$ cat src/rtl/led_controller_pkg.sv
// Shared types and constants for the OLED power/init sequencer.
// Holds the FSM state encoding, the init command ROM and default timings.
package led_controller_pkg;

  typedef enum logic [3:0] {
    OFF, PWR_WAIT, RST_LOW, RST_WAIT, INIT, VCC_WAIT,
    DISP_ON, ON_WAIT, ON, SHUTDOWN, OFF_WAIT
  } state_t;

  localparam int T_PWR_DEF   = 2_000_000;
  localparam int T_RST_DEF   = 300;
  localparam int T_VCC_DEF   = 2_500_000;
  localparam int T_ON_DEF    = 10_000_000;
  localparam int T_OFF_DEF   = 40_000_000;
  localparam int SPI_DIV_DEF = 8;

  localparam logic [7:0] OP_DISP_ON  = 8'hAF;
  localparam logic [7:0] OP_DISP_OFF = 8'hAE;

  localparam int INIT_LEN = 44;
  localparam logic [INIT_LEN*8-1:0] INIT_ROM = {
    8'hFD, 8'h12, 8'hAE, 8'hA0, 8'h72, 8'hA1, 8'h00, 8'hA2, 8'h00, 8'hA4,
    8'hA8, 8'h3F, 8'hAD, 8'h8E, 8'hB0, 8'h0B, 8'hB1, 8'h31, 8'hB3, 8'hF0,
    8'h8A, 8'h64, 8'h8B, 8'h78, 8'h8C, 8'h64, 8'hBB, 8'h3A, 8'hBE, 8'h3E,
    8'h87, 8'h06, 8'h81, 8'h91, 8'h82, 8'h50, 8'h83, 8'h7D, 8'h2E, 8'h25,
    8'h00, 8'h00, 8'h5F, 8'h3F
  };

  // Entry 0 sits in the most significant byte so the list reads in send order.
  function automatic logic [7:0] init_byte(input logic [5:0] idx);
    return INIT_ROM[8*(INIT_LEN-1-int'(idx)) +: 8];
  endfunction

endpackage

$ cat src/rtl/led_spi_tx.sv
// Mode-3 SPI byte transmitter, MSB first, with chip select framing.
// Latency: CS falls 1 cycle after start; done pulses 20*SPI_DIV cycles after CS falls.
// Backpressure: start is accepted only while busy is low.
module led_spi_tx
  import led_controller_pkg::*;
#(
  parameter int SPI_DIV = SPI_DIV_DEF
) (
  input  logic       clk,
  input  logic       reset,
  input  logic       start,
  input  logic [7:0] tx_dat,
  input  logic       tx_dc,
  output logic       busy,
  output logic       done,
  output logic       spi_clk,
  output logic       spi_mosi,
  output logic       spi_cs,
  output logic       data_command
);

  logic [7:0] div_cnt;
  logic [7:0] byte_q;
  logic [4:0] half_cnt;
  logic [4:0] half_nxt;
  logic [2:0] bit_idx;

  assign half_nxt = half_cnt + 5'd1;
  // Odd half-period 2i+1 carries bit 7-i.
  assign bit_idx  = 3'd7 - half_nxt[3:1];

  always_ff @(posedge clk) begin
    if (!reset) begin
      busy         <= 1'b0;
      done         <= 1'b0;
      spi_clk      <= 1'b1;
      spi_mosi     <= 1'b0;
      spi_cs       <= 1'b1;
      data_command <= 1'b0;
      div_cnt      <= 8'd0;
      half_cnt     <= 5'd0;
      byte_q       <= 8'd0;
    end else begin
      done <= 1'b0;
      if (!busy) begin
        if (start) begin
          busy         <= 1'b1;
          spi_cs       <= 1'b0;
          spi_mosi     <= tx_dat[7];
          data_command <= tx_dc;
          byte_q       <= tx_dat;
          div_cnt      <= 8'd0;
          half_cnt     <= 5'd0;
        end
      end else if (div_cnt == 8'(SPI_DIV - 1)) begin
        div_cnt  <= 8'd0;
        half_cnt <= half_nxt;
        if (half_nxt == 5'd20) begin
          busy <= 1'b0;
          done <= 1'b1;
        end else if (half_nxt == 5'd17) begin
          spi_cs <= 1'b1;
        end else if (half_nxt <= 5'd16) begin
          spi_clk <= ~half_nxt[0];
          if (half_nxt[0]) spi_mosi <= byte_q[bit_idx];
        end
      end else begin
        div_cnt <= div_cnt + 8'd1;
      end
    end
  end

endmodule

$ cat src/rtl/led_controller.sv
// OLED panel power-up / init / shutdown sequencer driving an SPI byte transmitter.
// Latency: supply enables and RESET change 1 cycle after the deciding state edge.
// Backpressure: power_on is a level only looked at in OFF and ON.
module led_controller
  import led_controller_pkg::*;
#(
  parameter int T_PWR   = T_PWR_DEF,
  parameter int T_RST   = T_RST_DEF,
  parameter int T_VCC   = T_VCC_DEF,
  parameter int T_ON    = T_ON_DEF,
  parameter int T_OFF   = T_OFF_DEF,
  parameter int SPI_DIV = SPI_DIV_DEF
) (
  input  logic clk,
  input  logic reset,
  input  logic power_on,
  output logic SPI_CLK,
  output logic SPI_MOSI,
  output logic SPI_CS,
  output logic data_command,
  output logic VCCen,
  output logic PMODen,
  output logic RESET
);

  state_t      state_q, state_nxt;
  logic [31:0] timer_q;
  logic [5:0]  idx_q, idx_nxt;
  logic        pmod_q, pmod_nxt;
  logic        vcc_q, vcc_nxt;
  logic        rst_q, rst_nxt;
  logic        inflight_q, inflight_nxt;
  logic        tx_start, tx_busy, tx_done;
  logic [7:0]  tx_dat;

  function automatic logic hit(input int n);
    return timer_q == 32'(n - 1);
  endfunction

  always_ff @(posedge clk) begin
    if (!reset) begin
      state_q    <= OFF;
      timer_q    <= 32'd0;
      idx_q      <= 6'd0;
      pmod_q     <= 1'b0;
      vcc_q      <= 1'b0;
      rst_q      <= 1'b1;
      inflight_q <= 1'b0;
    end else begin
      state_q    <= state_nxt;
      timer_q    <= (state_nxt != state_q) ? 32'd0 : timer_q + 32'd1;
      idx_q      <= idx_nxt;
      pmod_q     <= pmod_nxt;
      vcc_q      <= vcc_nxt;
      rst_q      <= rst_nxt;
      inflight_q <= inflight_nxt;
    end
  end

  always_comb begin
    state_nxt    = state_q;
    idx_nxt      = idx_q;
    pmod_nxt     = pmod_q;
    vcc_nxt      = vcc_q;
    rst_nxt      = rst_q;
    inflight_nxt = inflight_q;
    tx_start     = 1'b0;
    tx_dat       = init_byte(idx_q);

    // One byte in flight at a time: launch when idle, retire on done.
    if (state_q inside {INIT, DISP_ON, SHUTDOWN}) begin
      tx_start = !tx_busy && !inflight_q;
      if (tx_start) inflight_nxt = 1'b1;
      if (tx_done)  inflight_nxt = 1'b0;
    end

    case (state_q)
      OFF: if (power_on) begin
        pmod_nxt  = 1'b1;
        state_nxt = PWR_WAIT;
      end
      PWR_WAIT: if (hit(T_PWR)) begin
        rst_nxt   = 1'b0;
        state_nxt = RST_LOW;
      end
      RST_LOW: if (hit(T_RST)) begin
        rst_nxt   = 1'b1;
        state_nxt = RST_WAIT;
      end
      RST_WAIT: if (hit(T_RST)) begin
        idx_nxt   = 6'd0;
        state_nxt = INIT;
      end
      INIT: if (tx_done) begin
        if (idx_q == 6'(INIT_LEN - 1)) begin
          vcc_nxt   = 1'b1;
          state_nxt = VCC_WAIT;
        end else begin
          idx_nxt = idx_q + 6'd1;
        end
      end
      VCC_WAIT: if (hit(T_VCC)) state_nxt = DISP_ON;
      DISP_ON: begin
        tx_dat = OP_DISP_ON;
        if (tx_done) state_nxt = ON_WAIT;
      end
      ON_WAIT: if (hit(T_ON)) state_nxt = ON;
      ON: if (!power_on) state_nxt = SHUTDOWN;
      SHUTDOWN: begin
        tx_dat = OP_DISP_OFF;
        if (tx_done) begin
          vcc_nxt   = 1'b0;
          state_nxt = OFF_WAIT;
        end
      end
      OFF_WAIT: if (hit(T_OFF)) begin
        pmod_nxt  = 1'b0;
        state_nxt = OFF;
      end
      default: state_nxt = OFF;
    endcase
  end

  led_spi_tx #(.SPI_DIV(SPI_DIV)) u_spi_tx (
    .clk          (clk),
    .reset        (reset),
    .start        (tx_start),
    .tx_dat       (tx_dat),
    .tx_dc        (1'b0),
    .busy         (tx_busy),
    .done         (tx_done),
    .spi_clk      (SPI_CLK),
    .spi_mosi     (SPI_MOSI),
    .spi_cs       (SPI_CS),
    .data_command (data_command)
  );

  assign VCCen  = vcc_q;
  assign PMODen = pmod_q;
  assign RESET  = rst_q;

endmodule

$ cat config.mk
export PLATFORM = sky130hd
export DESIGN_NAME = led_controller
export DESIGN_NICKNAME = d
export VERILOG_FILES = /design/src/rtl/led_controller_pkg.sv /design/src/rtl/led_spi_tx.sv /design/src/rtl/led_controller.sv
export SDC_FILE = /design/constraint.sdc
export NUM_CORES = 1
export LEC_CHECK = 0
export ABC_AREA = 1
export CAP_MARGIN = 0
export CORE_ASPECT_RATIO = 0.8
export CORE_MARGIN = 5
export CORE_UTILIZATION = 55
export CTS_CLUSTER_DIAMETER = 40
export DETAILED_ROUTE_END_ITERATION = 6
export DONT_BUFFER_PORTS = 1
export PLACE_DENSITY = 0.7
export SLEW_MARGIN = 25
export SYNTH_ARGS = -nofsm -noshare
export SYNTH_HDL_FRONTEND = slang
export SYNTH_SLANG_ARGS = --single-unit
$ cat constraint.sdc
create_clock -name clk -period 6.1 [get_ports clk]
set_input_delay 0.915 -clock clk [delete_from_list [all_inputs] [get_ports clk]]
set_output_delay 0.915 -clock clk [all_outputs]
set_load 0.05 [all_outputs]
==> flow_summary.json <==
{
  "power_density_mw_per_mm2": 198,
  "grt_usage": 0.250,
  "cts_max_level": 3,
  "clk_pin_slew_ns": 0.06,
  "avgSynthCellArea_um2": 6.29,
  "post-place-ws_ns": 3.37,
  "cp-start-kind": "register",
  "skew_ns": 0.00329,
  "regToRegEndpoint": "timer_q[10]$_SDFF_PP0_",
  "grt_max_degree": 33,
  "worst_slew_pin_slew_ns": 0.800,
  "met1_usage": 0.373,
  "insertion_delay_ns": 0.34,
  "multi_input_area_mm2": 0.00302,
  "hold_class": "reg2reg",
  "synth_commonest_cells": "nand2_1, inv_1, nor2_1",
  "yosys.cell_count.top_type": "nand2_1",
  "drv_cap": 0,
  "hold_path_depth": 2,
  "syn_inst": 794,
  "postCtsHoldBufs": 0,
  "gr-total-overflow": 0,
  "cts_tree": "yes",
  "rsz0062_at_grt": "false",
  "drive_above_1_share": 0.101,
  "ys.flop_type": "dfxtp_1",
  "setup_violations": 0,
  "reg2reg_depth": 13,
  "drt_iter0_markers": 659,
  "async_flop_share": 0,
  "yosysTopAreaCellShare": 0.289,
  "ys_seq_elements": 72,
  "ant_nets": 0,
  "drv_slew": 0,
  "vias": 4975,
  "drc": 0,
  "worstSetupEndpointType": "register",
  "met2_usage": 0.367,
  "die_area_mm2": 0.0111,
  "period_share": 0.450,
  "fin_tns_setup_ns": 0,
  "worstHoldEndpoint": "u_spi_tx.div_cnt[7]$_SDFFE_PN0P_",
  "min_from": "u_spi_tx.div_cnt[7]$_SDFFE_PN0P_",
  "status": "complete, no violations",
  "hold_viol_final": 0,
  "finalWorstSetupSlack_ns": 3.36,
  "die_w_um": 117,
  "critPathArrivalTime_ns": 3.00,
  "ios": 10,
  "grt_pass1_wl_um": 22200,
  "cts_inserted_buffers": 9,
  "syn_to_final_growth_pct": 7.52,
  "r2r_start": "timer_q[0]$_SDFF_PP0_",
  "antenna_found_initial": 0,
  "yosysSeqAreaShare": 0.289,
  "num-fill-cells": 861,
  "synth_area_leaders": "dfxtp_1, nand2_1, inv_1, nor2_1, nand3_1",
  "chipHeight_um": 95.2,
  "gp_congestion": 0.974,
  "cts_sinks": 72,
  "ys_warn_count": 0,
  "synth.distinct_cells": 42,
  "cts_buffer_depth": 2,
  "first_pass_iters": 5,
  "seq_area_mm2": 0.00144,
  "min_period_ns": 2.74,
  "clockRootBuffer": "clkbuf_16",
  "r2r_setup_slack_ns": 3.36,
  "vias_per_cell": 5.46,
  "core_mm2": 0.00896,
  "wl_per_cell_um": 14.2,
  "post_cts_buffers": 0,
  "yosys.area.top_type": "dfxtp_1",
  "synth_nets": 805,
  "gr-usage-met3": 0.0552,
  "synth_area_mm2": 0.00499,
  "slew_headroom": 0.466,
  "dpl.hpwl_um": 9720,
  "max_freq_ghz": 0.364,
  "busiest_layer": "met1",
  "worstPathMaxFanout": 32,
  "start_util": 0.557,
  "required_ns": 6.36,
  "rows": 31,
  "power.leakage_nw": 2.12,
  "grt_pass1_vias": 4514,
  "cts_resized": 0,
  "wirelength_um": 12900,
  "synth_edf_count": 0,
  "finalNetCount": 802,
  "vdd_drop_max_mv": 0.173,
  "diodes": 0,
  "portBuffers": 0,
  "crit_type": "reg2reg"
}
==> critical path: stages (launching register included) <==
cell and delay, ns:
dfxtp_1 0.42, ha_1 0.27, inv_1 0.08, nor2_1 0.08
nand2_1 0.05, nor2_1 0.13, nand2_1 0.06, nor2_1 0.08
nand3_1 0.19, nand4_1 0.13, nand2_1 0.05, nor2_1 0.24
nand3_4 0.58, nor2_1 0.26
==> cell families after synthesis <==
family,synth area share
AO/OA/AOI/OAI,0.0985
buffers and inverters,0.106
adder cells (fa/ha/maj),0.0200
XOR/XNOR,0.0544
other,0.000751
AND/OR/NAND/NOR,0.431
flip-flops,0.289
==> metrics by stage <==
step,power [mW],util,hold WS (ns),cells,cell area [um^2]
2_1_floorplan,0.522,-,0.446,794,4990
3_3_place_gp,0.521,0.564,0.456,895,5050
3_5_place_dp,0.521,0.564,0.467,895,5050
4_1_cts,1.08,0.599,0.480,911,5370
5_1_grt,1.10,0.599,0.495,911,5370
6_report,1.07,0.599,0.479,911,5370
==> layout by cell type (no fill, tap or decap), types with 9 or more instances in the layout <==
cell	Yosys	layout
nor2_4	15	15
xor2_1	23	23
o21ai_0	33	33
nand4_1	10	10
clkbuf_16	0	9
nand2_1	200	200
dfxtp_1	72	72
nand3_1	70	70
nor2_2	27	27
inv_1	113	113
nor3_1	19	19
nor2_1	100	100
a21oi_1	29	29
==> flip-flops by register name, summed over array words and instances, names as in the netlist <==
register           count
PMODen                 1
u_spi_tx.half_cnt      5
u_spi_tx.spi_clk       1
u_spi_tx.spi_mosi      1
u_spi_tx.done          1
RESET                  1
u_spi_tx.byte_q        8
state_q                4
timer_q               32
inflight_q             1
u_spi_tx.div_cnt       8
u_spi_tx.spi_cs        1
VCCen                  1
idx_q                  6
u_spi_tx.busy          1
==> worst max-delay path by stage <==
stage | startpoint | endpoint | slack (ns)
6_report | timer_q[0]$_SDFF_PP0_ | timer_q[10]$_SDFF_PP0_ | 3.36
5_1_grt | timer_q[0]$_SDFF_PP0_ | timer_q[10]$_SDFF_PP0_ | 3.09
4_1_cts | timer_q[0]$_SDFF_PP0_ | timer_q[10]$_SDFF_PP0_ | 3.36
3_5_place_dp | timer_q[0]$_SDFF_PP0_ | timer_q[10]$_SDFF_PP0_ | 3.37
3_3_place_gp | timer_q[0]$_SDFF_PP0_ | timer_q[11]$_SDFF_PP0_ | 3.48
2_1_floorplan | power_on | timer_q[0]$_SDFF_PP0_ | 4.11
==> report_power, final <==
| group | switching [mW] | internal, mW |
|---|---|---|
| sequential | 0.00656 | 0.473 |
| combinational | 0.0248 | 0.00696 |
| clock | 0.213 | 0.342 |
| total | 0.244 | 0.821 |
==> layer usage <==
layer | vias up | share of wire
met5 | - | 0
met4 | 0 | 0.016
met3 | 23 | 0.079
met2 | 189 | 0.41
met1 | 2250 | 0.50
li1 | 2513 | -
==> layout make-up <==
type	count	area share
multi-input combinational	589	0.563
sequential	72	0.268
inverter	119	0.0832
clock buffer	11	0.0471
tap	115	0.0268
clock inverter	5	0.0119
Power figures use the tool's default switching activity.
